===== src/rtl/codificador_8x3_seq.sv =====
// Serializes a multi-hot 8-bit request word into 3-bit decoder select codes, d[7] first.
// Latency 1 cycle from accept to first code; upstream is stalled while a word is being emitted.
module codificador_8x3_seq (
  input  logic       clk,
  input  logic       reset,
  input  logic       in_valid,
  output logic       in_ready,
  input  logic [7:0] d,
  output logic       out_valid,
  input  logic       out_ready,
  output logic [2:0] a,
  output logic       out_last
);

  typedef enum logic {IDLE, EMIT} state_t;

  state_t     state_q;
  logic [7:0] pending_q;
  logic [7:0] pending_d;
  logic [2:0] code;
  logic [7:0] code_bit;
  logic       single;

  assign in_ready  = (state_q == IDLE);
  assign out_valid = (state_q == EMIT);

  // Code k selects d[7-k]; scanning k downward leaves the lowest set code.
  always_comb begin
    code = 3'd0;
    for (int k = 7; k >= 0; k--) begin
      if (pending_q[7-k]) code = 3'(k);
    end
  end

  assign code_bit  = 8'h80 >> code;
  assign single    = (pending_q != 8'h00) && ((pending_q & (pending_q - 8'h01)) == 8'h00);
  assign pending_d = pending_q & ~code_bit;

  assign a        = out_valid ? code : 3'd0;
  assign out_last = out_valid & single;

  always_ff @(posedge clk) begin
    if (reset) begin
      state_q   <= IDLE;
      pending_q <= 8'h00;
    end else begin
      case (state_q)
        IDLE: begin
          // A zero word is accepted and silently dropped.
          if (in_valid && d != 8'h00) begin
            pending_q <= d;
            state_q   <= EMIT;
          end
        end
        EMIT: begin
          if (out_ready) begin
            pending_q <= pending_d;
            if (single) state_q <= IDLE;
          end
        end
        default: begin
          state_q   <= IDLE;
          pending_q <= 8'h00;
        end
      endcase
    end
  end

endmodule


===== config.mk =====
export PLATFORM = sky130hd
export DESIGN_NAME = codificador_8x3_seq
export DESIGN_NICKNAME = d
export VERILOG_FILES = /design/src/rtl/codificador_8x3_seq.sv
export SDC_FILE = /design/constraint.sdc
export NUM_CORES = 1
export LEC_CHECK = 0
export BUFFER_PORTS_ARGS = -buffer_cell sky130_fd_sc_hd__buf_2
export CORE_ASPECT_RATIO = 0.8
export CORE_MARGIN = 2
export CORE_UTILIZATION = 40
export CTS_CLUSTER_DIAMETER = 40
export DETAILED_ROUTE_END_ITERATION = 10
export PLACE_DENSITY = 0.7
export SLEW_MARGIN = 20
export SYNTH_ARGS = -nofsm -noshare
export SYNTH_HDL_FRONTEND = slang
export SYNTH_SLANG_ARGS = --single-unit

===== constraint.sdc =====
create_clock -name clk -period 3.5 [get_ports clk]
set_clock_uncertainty 0.1 [all_clocks]
set_input_delay 0.35 -clock clk [delete_from_list [all_inputs] [get_ports clk]]
set_output_delay 0.35 -clock clk [all_outputs]
set_load 0.05 [all_outputs]

==> run metrics <==
status complete, no violations; Post-synth ARST share 0%; Residual DRC 0; area added between synthesis and finish 11.5%; TritonCTS Buffers 3; mean instance size in the synthesized netlist 7.93 um^2; Setup crit end kind output port; power density cells around 420 nW/um^2; hold path start out_ready; type of the worst setup path flop to output port; global-route wire length before repair 3420 um; antenna violations before repair 0; area of the placeable core 1840 um^2; type of element launching the critical path flop; data arrival time of the critical path 1.95 ns; total power 0.000365 W; total detailed-routing wirelength 1950 um; minimum setup slack among reg-to-reg paths 1.47 ns; post-route met1 wirelength 897 um; Top Metal Used met4; effective utilization at floorplan 41.8%; most frequent cells in the layout buf_2, a21oi_1, dfxtp_1; net switching fraction of the power about two fifths; number of global-route vias before repair 744; GRT Resource Usage Total 20.1%; Seq pwr share 37.4%; warnings from Yosys 0; worst min path class input pin to flop; register bit count reported by yosys 9; met3 wire len 145 um; part of the total power dissipated in combinational logic 39.6%; launch point of the worst reg-to-reg path out_valid; total negative slack 0 ns; fin crit share 68.6%; CP max FO 11; number of placement rows 14; total gr overflow 0; Die Span Y 43.2 um; ratio of routed vias to standard cells 6.11; area of the mapped netlist 769 um^2; Clock Pin Slew Worst Setup and Hold Paths about 0.06 ns; Resized cells post-CTS 0; number of enable flip-flop cells after synthesis 0; worst slew slack as a fraction of its limit 36.4%; switching power total 0.000153 W; Clock Tree Buf Depth 2; worst vdd rail ir drop 0.237 mV; final count of hold timing violations 0; CTS Root Buffer Type clkbuf_4; cell internal power dissipation roughly 0.00021 W; DR pass1 iterations 4; count of pins over their slew limit 0; count of max-cap constraint violations 0; Leak Pwr about 0.33 nW; Critical Path RT around 3.1 ns; net total in the final layout 120; count of endpoints failing setup in the final report 0; total placed cells including tap cells 127; number of cells in the finished layout apart from fillers about 130; DRC marker count from the first detailed-route iteration 19; post-CTS setup buffer count 0; TritonCTS clock tree built; most common library cell in the layout ignoring fill and taps buf_2; total clock sinks 9; Routed met2 length 891 um; wire length per cell after detailed routing 14.8 um; synthesized netlist cell count 97; worst setup path startpoint pending_q[3]; sequential share of the synthesized area 23.4%; number of antenna-violating nets in the routed design 0; Die Footprint 2290 um^2; die span in x 53.0 um; pin count of the biggest net entering global routing 14; layout cell share with drive strength beyond 1 28.0%; Syn Nets 109; number of buffers inserted for hold repair after clock tree synthesis 0; routability-driven placement congestion ratio a little under 0.8; pin slew with the least headroom to its limit 0.953 ns; number of library cell types mapped by synthesis 39; primary flip-flop cell chosen by synthesis mapping dfxtp_1; RSZ-0062 raised after global routing false; f_max 416 MHz; total half-perimeter wirelength after legalization and detailed placement 1430 um; clock latency of the later-clocked register in the worst-skew pair 0.27 ns; Clock power frac 23.0%; # IOs 18; min cycle time layout 2.40 ns; hold slack final between 0.15 and 0.2 ns; count of antenna diodes in the layout 0; CTS H-tree depth 1; I/O Buffers 17; via count of the routed design 801
==> cell type report <==
cell class | instances | area (um^2)
fill | 197 | 981
multi-input combinational | 74 | 526
sequential | 9 | 180
clock buffer | 4 | 26.3
inverter | 3 | 11.3
tap | 24 | 30.0
timing repair buffer | 17 | 85.1
==> Yosys cell counts, types with 2 or more instances <==
master | number | area (um^2)
o21bai_1 | 2 | 15.0
or4_1 | 2 | 15.0
and3_1 | 2 | 12.5
nand3b_1 | 3 | 22.5
inv_1 | 3 | 11.3
nor3_1 | 3 | 15.0
nand2_1 | 6 | 22.5
nand2b_1 | 4 | 25.0
a311oi_1 | 3 | 26.3
o31ai_1 | 2 | 15.0
clkbuf_1 | 7 | 26.3
nor2_1 | 7 | 26.3
or4_4 | 2 | 22.5
a21oi_1 | 9 | 45.0
nand3_1 | 2 | 10.0
or3_1 | 2 | 12.5
nor4_1 | 2 | 12.5
buf_2 | 3 | 15.0
nor4b_1 | 2 | 17.5
o21ai_0 | 4 | 20.0
dfxtp_1 | 9 | 180
==> worst max-delay path: stages (launching register included) <==
cell	delay (ns)
dfxtp_1	0.43
or4_1	0.56
o211ai_1	0.19
nand3_1	0.13
and3_1	0.18
buf_2	0.20
==> worst paths after layout <==
kind / endpoint / cells past startpoint
max: out_last / 5
min: out_valid / 2
max reg2reg: out_valid / 4
min reg2reg: pending_q[4] / 2
==> through the flow <==
step,setup slack [ns],cell area (um^2),util [%]
after floorplan,0.756,769,-
after global placement,1.43,832,45.2
after detailed placement,1.40,832,45.2
after CTS,1.09,858,46.7
after global routing,0.965,858,46.7
final,1.10,858,46.7
==> kinds of logic after synthesis <==
kind of cell	count (synthesis)	synth area share, %
flops	9	23.4
buf+inv	14	8.29
compound gates	33	35.3
simple gates	41	33.0
==> power by group through the flow <==
stage	Sequential, W	Clock [W]	Combinational, W
4_1_cts	0.000136	0.0000857	0.000145
6_report	0.000136	0.0000839	0.000145
5_1_grt	0.000139	0.0000918	0.000160
3_5_place_dp	0.000138	0	0.000144
3_3_place_gp	0.000137	0	0.000141
2_1_floorplan	0.000121	0	0.000131
==> routing by layer <==
metal  up-vias  global-route usage [%]
met1       373                    30.0
li1        388                       -
met2        38                    28.5
met3         2                    5.28
met4         0                    4.62
met5         -                       0
==> sequential cells by signal, indices dropped and copies added, names as in the netlist <==
name,flops
out_valid,1
pending_q,8
No activity file was read; power rests on OpenSTA's default activity.
